### src/rtl/sar_pkg.sv
// Shared types and constants for the SAR ADC conversion sequencer.
package sar_pkg;

    typedef enum logic [2:0] {
        ST_IDLE    = 3'd0,
        ST_SAMPLE  = 3'd1,
        ST_SETTLE  = 3'd2,
        ST_COMPARE = 3'd3,
        ST_DECIDE  = 3'd4,
        ST_HOLD    = 3'd5
    } sar_state_t;

    localparam int unsigned NBITS_DEF      = 8;
    localparam int unsigned NCH_DEF        = 4;
    localparam int unsigned SAMPLE_CYC_DEF = 4;
    localparam int unsigned SETTLE_CYC_DEF = 2;

    // Index width for n items; never narrower than one bit.
    function automatic int unsigned chw(input int unsigned n);
        return (n < 2) ? 1 : $clog2(n);
    endfunction

endpackage

### src/rtl/sar_rr_arbiter.sv
// Round-robin arbiter: first requester after the last granted one wins.
module sar_rr_arbiter
    import sar_pkg::*;
#(
    parameter  int unsigned NCH = NCH_DEF,
    localparam int unsigned CHW = chw(NCH)
) (
    input  logic           clk,
    input  logic           rst_n,
    input  logic [NCH-1:0] i_req,
    input  logic           i_advance,
    output logic [NCH-1:0] o_gnt_c,
    output logic [CHW-1:0] o_idx_c
);

    logic [CHW-1:0] r_last;
    logic [CHW-1:0] w_k;
    logic           w_found;

    // Scan channels starting just after the last grant.
    always_comb begin
        o_gnt_c = '0;
        o_idx_c = '0;
        w_found = 1'b0;
        w_k     = '0;
        for (int unsigned i = 1; i <= NCH; i++) begin
            w_k = CHW'((32'(r_last) + i) % NCH);
            if (!w_found && i_req[w_k]) begin
                o_gnt_c[w_k] = 1'b1;
                o_idx_c      = w_k;
                w_found      = 1'b1;
            end
        end
    end

    // Pointer starts at the top channel so channel 0 has priority after reset.
    always_ff @(posedge clk or negedge rst_n) begin
        if (!rst_n) begin
            r_last <= CHW'(NCH - 1);
        end else if (i_advance) begin
            r_last <= o_idx_c;
        end
    end

endmodule

### src/rtl/sar_conv_sequencer.sv
// SAR ADC sequencer: arbitrates requesters, runs sample and binary search,
// and returns each result with its channel tag through a one-entry buffer.
module sar_conv_sequencer
    import sar_pkg::*;
#(
    parameter  int unsigned NBITS      = NBITS_DEF,
    parameter  int unsigned NCH        = NCH_DEF,
    parameter  int unsigned SAMPLE_CYC = SAMPLE_CYC_DEF,
    parameter  int unsigned SETTLE_CYC = SETTLE_CYC_DEF,
    localparam int unsigned CHW        = chw(NCH)
) (
    input  logic             clk,
    input  logic             rst_n,
    input  logic [NCH-1:0]   req,
    output logic [NCH-1:0]   gnt,
    output logic [CHW-1:0]   ch_sel,
    output logic             sample,
    output logic [NBITS-1:0] dac_code,
    output logic             cmp_clk,
    input  logic             cmp_out,
    output logic [NBITS-1:0] result,
    output logic [CHW-1:0]   result_ch,
    output logic             result_valid,
    input  logic             result_ready,
    output logic             busy
);

    localparam int unsigned CNT_MAX = (SAMPLE_CYC > SETTLE_CYC) ? SAMPLE_CYC : SETTLE_CYC;
    localparam int unsigned CNTW    = chw(CNT_MAX);
    localparam int unsigned BW      = chw(NBITS);

    sar_state_t       r_state, w_state_nxt;
    logic [CNTW-1:0]  r_cnt, w_cnt_nxt;
    logic [BW-1:0]    r_bit, w_bit_nxt;
    logic [NBITS-1:0] r_code, w_code_nxt, w_trial, w_load_data;
    logic [NCH-1:0]   r_gnt, w_gnt_nxt, w_arb_gnt;
    logic [CHW-1:0]   r_ch, w_ch_nxt, w_arb_idx;
    logic [NBITS-1:0] r_result;
    logic [CHW-1:0]   r_result_ch;
    logic             r_valid;
    logic             w_advance, w_load, w_buf_free;

    sar_rr_arbiter #(.NCH(NCH)) u_arb (
        .clk       (clk),
        .rst_n     (rst_n),
        .i_req     (req),
        .i_advance (w_advance),
        .o_gnt_c   (w_arb_gnt),
        .o_idx_c   (w_arb_idx)
    );

    assign w_buf_free = !r_valid || result_ready;
    // Current bit kept only if the comparator said Vin >= Vdac.
    assign w_trial    = cmp_out ? r_code : (r_code & ~(NBITS'(1) << r_bit));

    // State register.
    always_ff @(posedge clk or negedge rst_n) begin
        if (!rst_n) r_state <= ST_IDLE;
        else        r_state <= w_state_nxt;
    end

    // Next-state, datapath next values and buffer load decision.
    always_comb begin
        w_state_nxt = r_state;
        w_cnt_nxt   = r_cnt;
        w_bit_nxt   = r_bit;
        w_code_nxt  = r_code;
        w_gnt_nxt   = '0;
        w_ch_nxt    = r_ch;
        w_advance   = 1'b0;
        w_load      = 1'b0;
        w_load_data = '0;
        case (r_state)
            ST_IDLE: begin
                w_code_nxt = '0;
                if (|req) begin
                    w_gnt_nxt   = w_arb_gnt;
                    w_ch_nxt    = w_arb_idx;
                    w_advance   = 1'b1;
                    w_cnt_nxt   = '0;
                    w_state_nxt = ST_SAMPLE;
                end
            end
            ST_SAMPLE: begin
                if (r_cnt == CNTW'(SAMPLE_CYC - 1)) begin
                    w_cnt_nxt   = '0;
                    w_code_nxt  = NBITS'(1) << (NBITS - 1);
                    w_bit_nxt   = BW'(NBITS - 1);
                    w_state_nxt = ST_SETTLE;
                end else begin
                    w_cnt_nxt = r_cnt + 1'b1;
                end
            end
            ST_SETTLE: begin
                if (r_cnt == CNTW'(SETTLE_CYC - 1)) begin
                    w_cnt_nxt   = '0;
                    w_state_nxt = ST_COMPARE;
                end else begin
                    w_cnt_nxt = r_cnt + 1'b1;
                end
            end
            ST_COMPARE: w_state_nxt = ST_DECIDE;
            ST_DECIDE: begin
                if (r_bit != '0) begin
                    w_code_nxt  = w_trial | (NBITS'(1) << (r_bit - 1'b1));
                    w_bit_nxt   = r_bit - 1'b1;
                    w_state_nxt = ST_SETTLE;
                end else if (w_buf_free) begin
                    w_load      = 1'b1;
                    w_load_data = w_trial;
                    w_code_nxt  = '0;
                    w_state_nxt = ST_IDLE;
                end else begin
                    w_code_nxt  = w_trial;
                    w_state_nxt = ST_HOLD;
                end
            end
            ST_HOLD: begin
                if (w_buf_free) begin
                    w_load      = 1'b1;
                    w_load_data = r_code;
                    w_code_nxt  = '0;
                    w_state_nxt = ST_IDLE;
                end
            end
            default: w_state_nxt = ST_IDLE;
        endcase
    end

    // Counter, bit index, SAR code, grant pulse and channel select.
    always_ff @(posedge clk or negedge rst_n) begin
        if (!rst_n) begin
            r_cnt  <= '0;
            r_bit  <= BW'(NBITS - 1);
            r_code <= '0;
            r_gnt  <= '0;
            r_ch   <= '0;
        end else begin
            r_cnt  <= w_cnt_nxt;
            r_bit  <= w_bit_nxt;
            r_code <= w_code_nxt;
            r_gnt  <= w_gnt_nxt;
            r_ch   <= w_ch_nxt;
        end
    end

    // One-entry result buffer; a load wins over a same-cycle accept.
    always_ff @(posedge clk or negedge rst_n) begin
        if (!rst_n) begin
            r_result    <= '0;
            r_result_ch <= '0;
            r_valid     <= 1'b0;
        end else if (w_load) begin
            r_result    <= w_load_data;
            r_result_ch <= r_ch;
            r_valid     <= 1'b1;
        end else if (r_valid && result_ready) begin
            r_valid <= 1'b0;
        end
    end

    assign gnt          = r_gnt;
    assign ch_sel       = r_ch;
    assign dac_code     = r_code;
    assign sample       = (r_state == ST_SAMPLE);
    assign cmp_clk      = (r_state == ST_COMPARE);
    assign busy         = (r_state != ST_IDLE);
    assign result       = r_result;
    assign result_ch    = r_result_ch;
    assign result_valid = r_valid;

endmodule

### config.mk
export PLATFORM = sky130hd
export DESIGN_NAME = sar_conv_sequencer
export DESIGN_NICKNAME = d
export VERILOG_FILES = /design/src/rtl/sar_pkg.sv /design/src/rtl/sar_rr_arbiter.sv /design/src/rtl/sar_conv_sequencer.sv
export SDC_FILE = /design/constraint.sdc
export NUM_CORES = 1
export LEC_CHECK = 0
export ABC_AREA = 1
export CAP_MARGIN = 20
export CORE_ASPECT_RATIO = 1.75
export CORE_MARGIN = 4
export CORE_UTILIZATION = 28
export DETAILED_ROUTE_END_ITERATION = 10
export SYNTH_ARGS = -nofsm -noshare
export SYNTH_HDL_FRONTEND = slang
export SYNTH_SLANG_ARGS = --single-unit
export TNS_END_PERCENT = 10
### constraint.sdc
create_clock -name clk -period 5.6 [get_ports clk]
set_clock_uncertainty 0.05 [all_clocks]
set_input_delay 1.12 -clock clk [delete_from_list [all_inputs] [get_ports clk]]
set_output_delay 1.12 -clock clk [all_outputs]
set_load 0.02 [all_outputs]
==> results by group <==
Timing
  • PnR worst setup slack: 2630 ps
  • Worst-Margin Slew: 455 ps
  • Fin. Hold Viols: 0
  • Tcrit/Tclk final: 53.0%
  • Fin crit period: 2970 ps
  • TNS Setup: 0 ps
  • Fin. max-slew vios: 0
  • Unrepaired setup endpoints after global routing: false
  • Achievable clock frequency: 337 MHz
  • Setup violations, final: 0
  • Slew headroom: 69.6%

Cells and area
  • Share of cells above drive strength 1: 12.0%
  • Area Overhead vs Synth: 26.3%
  • Multi-input gate area: 1190 um2
  • Post-route insts no fill: 416
  • Ant diodes: 0
  • Reg area: 882 um2
  • Fill cells: 809
  • Final Util: 36.1%
  • Nets: 351

Synth
  • Post-Synth Adder-Cell Area: 9.95%
  • Synth Flop Type: dfrtp_1
  • Synth Area in Compound Gates: 12.7%
  • YS warnings: 0
  • Main combinational cell family by area after synthesis: simple AND/OR/NAND/NOR gates
  • Synth top area share: 33.2%
  • Net Count, Synth: 310
  • Multiplexer share of the synthesized area: 0%
  • Mean Syn Cell Area: 7.97 um2
  • XOR/XNOR Fraction of Synth Area: 0%
  • Synth top cells by count: 77 x nand2_1, 36 x inv_1, 32 x nand3_1
  • Synth area leader: dfrtp_1
  • Post-synthesis simple-gate area fraction: 30.1%
  • Synth area leaders: dfrtp_1 33%, nand2_1 13%, ha_1 10%
  • Mapped Cells: 284
  • Count leader, synth: nand2_1
  • Number of flops mapped to enable cells by yosys: 0
  • Post-synthesis sequential area ratio: 39.0%
  • Post-Syn Area: 2260 um2
  • Synth Register Bits: 35
  • Yosys cell types: 35
  • Async S/R FF share, synth: 100%

Place
  • Final HPWL DP: 4100 um
  • Port bufs: 35
  • Placed Instances: 408
  • RePlAce Congestion: 0.834
  • Setup WS pre-CTS: 2920 ps

Worst hold path
  • Hold Path Class: register to register

Global route
  • Global-route wire length before repair: 8890 um
  • Largest net degree at the start of global routing: 36
  • Vias in the first global route: 2001
  • Tot GR Track Use: 11.3%
  • Total global routing overflow: 0
  • Antenna violations before repair: 0

Route
  • Drt pass-1 iters: 4
  • DR WL/cell: 12.6 um
  • DRT iter0 DRCs: 108
  • Via count: 1996
  • Remaining DRCs: 0
  • Antenna Nets Post-Route: 0
  • Via density: 4.80
  • Routed Wire Length: 5230 um

Critical path
  • Worst setup EP type: output port
  • Critical Path Fanout Max: 5
  • Critical path arrival: 1800 ps
  • Reg2reg setup slack: 3440 ps
  • Setup crit start kind: register
  • Kind of critical path: register to output port
  • Critical path data required time: 4430 ps

Clocking
  • Clock root cell: clkbuf_16
  • Setup Fix Bufs, Post-CTS: 0
  • CTS buffer count: 5
  • CTS resizes: 0
  • CTS tree: built
  • Clock sinks: 35
  • H-Tree Depth: 2
  • Clock-pin slew on the worst setup and hold paths: 50 ps
  • Clk_lat worst skew: 280 ps
  • Clock buffer depth: 2
  • Post-CTS Hold Fix Bufs: 0

Die
  • Total core area: 7910 um2
  • Full die area: 9640 um2
  • Die Y: 127 um
  • Ports: 36
  • DIE WIDTH: 76.0 um
  • Starting Density: 28.6%
  • Num rows: 43

Power
  • Tot Pwr: 1.60 mW
  • Switching share of power: 46.3%
  • PD cells: 560 nW/um2
  • Leak Pwr: 1.43 nW
  • Combinational Power Share: 55.6%
  • Max VDD drop: 0.220 mV
  • Internal: 0.860 mW
  • NetSw: 0.741 mW
  • Clock Power Share: 17.3%
  • Seq pwr share: 27.2%

Job
  • Max_cap viols: 0

Outcome
  • Status: complete, no violations
==> path summary, 6_finish.rpt <==
check / from / end / cells after the start
worst max-delay path: r_state[2] / sample / 4
worst min-delay path: result[6] / result[6] / 2
worst max register to register: u_arb.r_last[1] / ch_sel[0] / 10
worst min register to register: result[6] / result[6] / 2
max in group asynchronous: rst_n / u_arb.r_last[0] / 2
min in group asynchronous: rst_n / result[7] / 2
==> power groups by stage <==
stage          Sequential, mW  Clock [mW]  Combinational [mW]
2_1_floorplan           0.481           0               0.568
3_3_place_gp            0.437           0               0.881
3_5_place_dp            0.439           0               0.892
4_1_cts                 0.436       0.284               0.896
5_1_grt                 0.448       0.295               0.990
6_report                0.435       0.276               0.889
==> area by class of cell <==
cell class / count / area share [%]
clock buffers: 7 / 4.99
multi-input cells: 205 / 41.8
clock inverters: 1 / 0.175
inverters: 42 / 5.78
repair buffers: 36 / 12.5
well taps: 90 / 3.94
flip-flops and latches: 35 / 30.9
==> flip-flops by register name, summed over array words and instances (netlist names) <==
register,count
dac_code,8
result,8
gnt,4
r_bit,3
r_state,3
ch_sel,2
r_cnt,2
result_ch,2
u_arb.r_last,2
result_valid,1
==> cell usage in the layout (no fill, tap or decap), types with 2 or more instances in the layout <==
cell type        instances
a21boi_0                 5
a21oi_1                 11
a22o_1                   4
clkbuf_16                5
clkdlybuf4s50_1         35
dfrtp_1                 30
dfstp_2                  5
ha_1                    18
inv_1                   36
inv_2                    4
nand2_1                 77
nand2_2                  4
nand2_4                  3
nand3_1                 32
nand3_2                  2
nand4_1                  3
nor2_1                   9
nor2_2                   5
nor2_4                   2
nor3_1                   4
o211ai_1                 2
o21ai_0                  9
o21ai_1                  3
o21ai_2                  2
==> critical path, cell delays in order, from the launching register on <==
cell and delay (ps):
dfrtp_1 420, inv_1 140, nand3_1 170, inv_1 170, clkdlybuf4s50_1 620
==> stage by stage <==
step                      hold slack, ps  area (um2)
after detailed placement             409        2710
after global routing                 442        2860
final                                416        2860
after CTS                            423        2860
after global placement               404        2710
after floorplan                      448        2260
==> kinds of logic after synthesis <==
logic type                 after synthesis
adders and majority gates               18
DFF                                     35
AOI/OAI and AO/OA                       44
and+or+nand+nor                        143
buffers and inverters                   44
==> layer usage <==
metal	track usage, %	routed length, um	vias to the layer above
met3	1.99	165	13
met1	11.2	2050	944
li1	-	-	1003
met4	7.34	178	0
met5	0	0	-
met2	20.9	2840	36
(Power assumes the default switching activity.)
==> edit 1, RTL diff (config.mk and constraints unchanged) <==
The 6 states of `sar_state_t` get a one-hot encoding in 6 bits.
--- a/src/rtl/sar_pkg.sv
+++ b/src/rtl/sar_pkg.sv
@@ -1,13 +1,13 @@
 // Shared types and constants for the SAR ADC conversion sequencer.
 package sar_pkg;
 
-    typedef enum logic [2:0] {
-        ST_IDLE    = 3'd0,
-        ST_SAMPLE  = 3'd1,
-        ST_SETTLE  = 3'd2,
-        ST_COMPARE = 3'd3,
-        ST_DECIDE  = 3'd4,
-        ST_HOLD    = 3'd5
+    typedef enum logic [5:0] {
+        ST_IDLE    = 6'b000001,
+        ST_SAMPLE  = 6'b000010,
+        ST_SETTLE  = 6'b000100,
+        ST_COMPARE = 6'b001000,
+        ST_DECIDE  = 6'b010000,
+        ST_HOLD    = 6'b100000
     } sar_state_t;
 
     localparam int unsigned NBITS_DEF      = 8;
Function: same outputs for any inputs over 10 cycles, from zero or initial values and one cycle with rst_n low; not proved beyond that.
==> edit 1 against the original RTL <==
Non-clock buffer count fell by 1; sequential cell count up 3; design area up 5.7%; worst hold slack got worse by 0.00089 ns; worst setup slack got worse by 0.041 ns; power fell by 15%; area after synthesis up 6.9%; die area grew 6.3%; wire length increased by 6.9%; critical endpoint is now cmp_clk; largest power group unchanged; highest routed layer unchanged.
==> edit 1: results (changes against the original RTL) <==
DP Area=2880 um2 (+6.4%); complex-gate fraction of the synthesized area=9.88% (-2.8 points); HPWL Detailed=4440 um (+8.2%); drt wl/cell=12.1 um (-3.5%); nets@finish=371 (+5.7%); ant diodes=0 (unchanged); worst slack, placed=2.88 ns (-0.0367 ns); CP top delay family=buffers and inverters; Worst path slowest cell=clkdlybuf4s50_1; syn nets=332 (+7.1%); Commonest cells post-synth=nand2_1, inv_1, nand3_1; DR iter-0 viols=86 (-20%); Slew HR=45.3% (-24 points); DRT Wirelength=5590 um (+6.9%); Root Buffer=clkbuf_16; dpl cells=453 (+11%); GRT Total Usage=11.8% (+0.51 points); met3 Use GR=2.19% (+0.21 points); Syn Area/Cell=7.90 um2 (-0.83%); gp weighted congestion=0.806 (-3.4%); register area share after synthesis=39.6% (+0.66 points); largest net degree at the start of global routing=39 (+8.3%); layout cells sized above 1=10.7% (-1.3 points); grt met2 use=22.1% (+1.3 points); met3 wire len=218 um (+32%); clock insertion delay at the later pin of the skew report=0.28 ns (about the same); critical path peak fanout=5 (unchanged); Metal-1 WL=2150 um (+4.9%); P_leak=1.53 nW (+7.5%); post-synthesis mux area share=0% (unchanged); Min-Delay Path Class=reg -> reg; XOR/XNOR share of the synthesized area=0% (unchanged); Synth Area in Adders=9.31% (-0.64 points); post-synthesis cell type count=34 (-2.9%); vias in the first global route=2,094 (+4.6%); top cells by area, synth=dfrtp_1, nand2_1, ha_1; global-route wire length before repair=9490 um (+6.7%); WP data arrival=1.84 ns (+0.04 ns); wire length on met2=3070 um (+8.2%); status=finished clean; Max Cap Viol=0 (unchanged); met1 GRT Util=12.0% (+0.81 points); setup bufs post-CTS=0 (unchanged); initial antenna violation count=0 (unchanged); Via-to-Cell Ratio=4.62 (-3.8%); peak supply drop=0.232 mV (+5.3%); Longest Clk Path Bufs=2 (unchanged); CTS Buf Count=5 (unchanged); Worst-path clk slew=0.05 ns (about the same)
[edit 1: cell count changes after synthesis, moves of 3 or more]
cell / delta
a22o_1: -4
nand2_1: +16
a32o_1: +3
nand4_1: +3
inv_1: +7
a21oi_1: -3
[edit 1: area by class of cell]
class / instances / area, um2
Sequential cell: 38 / 958
Tap cell: 115 / 144
Inverter: 46 / 175
Clock inverter: 2 / 10.0
Multi-Input combinational cell: 219 / 1260
Clock buffer: 6 / 129
Fill cell: 895 / 5350
Timing Repair Buffer: 35 / 345
[edit 1: worst paths after layout]
path	start	to	slack, ns	cells past startpoint
worst min register to register	result[6]	result[6]	0.41	2
worst min-delay path	result[6]	result[6]	0.41	2
min in group asynchronous	rst_n	dac_code[2]	0.88	1
max in group asynchronous	rst_n	result_ch[0]	4.10	1
worst max register to register	u_arb.r_last[0]	gnt[0]	3.45	10
worst max-delay path	r_state[5]	cmp_clk	2.59	4
[edit 1: power by group]
group          internal (mW)  switching, mW
registers              0.339         0.0668
clock network          0.163          0.104
logic                  0.248          0.438
==> edit 2, RTL diff (same flow settings) <==
Without the edit above. The package constant `SETTLE_CYC_DEF` goes from 2 to 4.
--- a/src/rtl/sar_pkg.sv
+++ b/src/rtl/sar_pkg.sv
@@ -13,7 +13,7 @@
     localparam int unsigned NBITS_DEF      = 8;
     localparam int unsigned NCH_DEF        = 4;
     localparam int unsigned SAMPLE_CYC_DEF = 4;
-    localparam int unsigned SETTLE_CYC_DEF = 2;
+    localparam int unsigned SETTLE_CYC_DEF = 4;
 
     // Index width for n items; never narrower than one bit.
     function automatic int unsigned chw(input int unsigned n);
Check against the original RTL: not equivalent (Yosys sat finds a counterexample within 10 cycles, from zero or initial values and one cycle with rst_n low).
==> edit 2 against the original RTL <==
Worst hold slack worse by 0.0019 ns; area after synthesis down 0.22%; critical path type unchanged; via count up 1.8%; design area down 0.61%; global-route usage up 1.0 points; sequential cell count unchanged; sequential power up 6.2%; sequential share of layout area up 0.19 points; wire length up 1.7%; power up 3.8%; worst setup slack worse by 0.088 ns.
==> edit 2: results (changes against the original RTL) <==
P_leak=1.43 nW (+0.14%); Hold Path Origin=result[4]; met3 Use GR=1.74% (-0.24 points); routed vias=2,032 (+1.8%); Commonest cells post-synth=nand2_1, inv_1, nand3_1; WHS Endpoint=result[4]; DP Area=2690 um2 (-0.65%); DRT Wirelength=5320 um (+1.7%); Slowest Stage Delay on Critical Path=0.64 ns (+0.02 ns); worst-margin pin slew=0.479 ns (+0.0244 ns); dpl cells=414 (+1.5%); peak supply drop=0.225 mV (+2.4%); worst hold margin=0.414 ns (-0.00187 ns); critical path endpoint=busy; nets@finish=355 (+1.1%); drt wl/cell=12.6 um (+0.27%); Int Power=0.890 mW (+3.5%); Synth Area in Adders=8.86% (-1.1 points); HPWL Detailed=4320 um (+5.3%); gp weighted congestion=0.921 (+10%); syn nets=316 (+1.9%); global-route wire length before repair=9240 um (+3.9%); register area share after synthesis=39.1% (+0.086 points); Setup WS post-layout=2.54 ns (-0.0876 ns); status=finished clean; worst slack, placed=2.86 ns (-0.0570 ns); WP data arrival=1.89 ns (+0.09 ns); post-synthesis cell type count=31 (-11%); cells after synthesis=292 (+2.8%)
## edit 2: logic make-up after synthesis
| family | count (synthesis) |
|---|---|
| flip-flops | 35 |
| AO/OA/AOI/OAI | 48 |
| AND/OR/NAND/NOR | 146 |
| adder cells (fa/ha/maj) | 16 |
| buffers and inverters | 47 |
## edit 2: area by class of cell
class / count / area, um2
clock buffer: 7 / 143
clock inverter: 1 / 5.00
fill: 832 / 5070
inverter: 43 / 169
multi-input combinational: 210 / 1170
sequential: 35 / 882
tap: 90 / 113
timing repair buffer: 36 / 358
## edit 2: worst min-delay path: stages, from the launching register on
cell and delay [ns]:
dfrtp_1 0.34, nand2_1 0.05, nand2_1 0.04
## edit 2: power groups by stage
stage               Sequential [mW]  Combinational, mW  Clock [mW]
floorplan                     0.496              0.616           0
global placement              0.464              0.921           0
detailed placement            0.469              0.934           0
CTS                           0.465              0.939       0.280
global route                  0.479               1.05       0.289
finish                        0.462              0.926       0.273
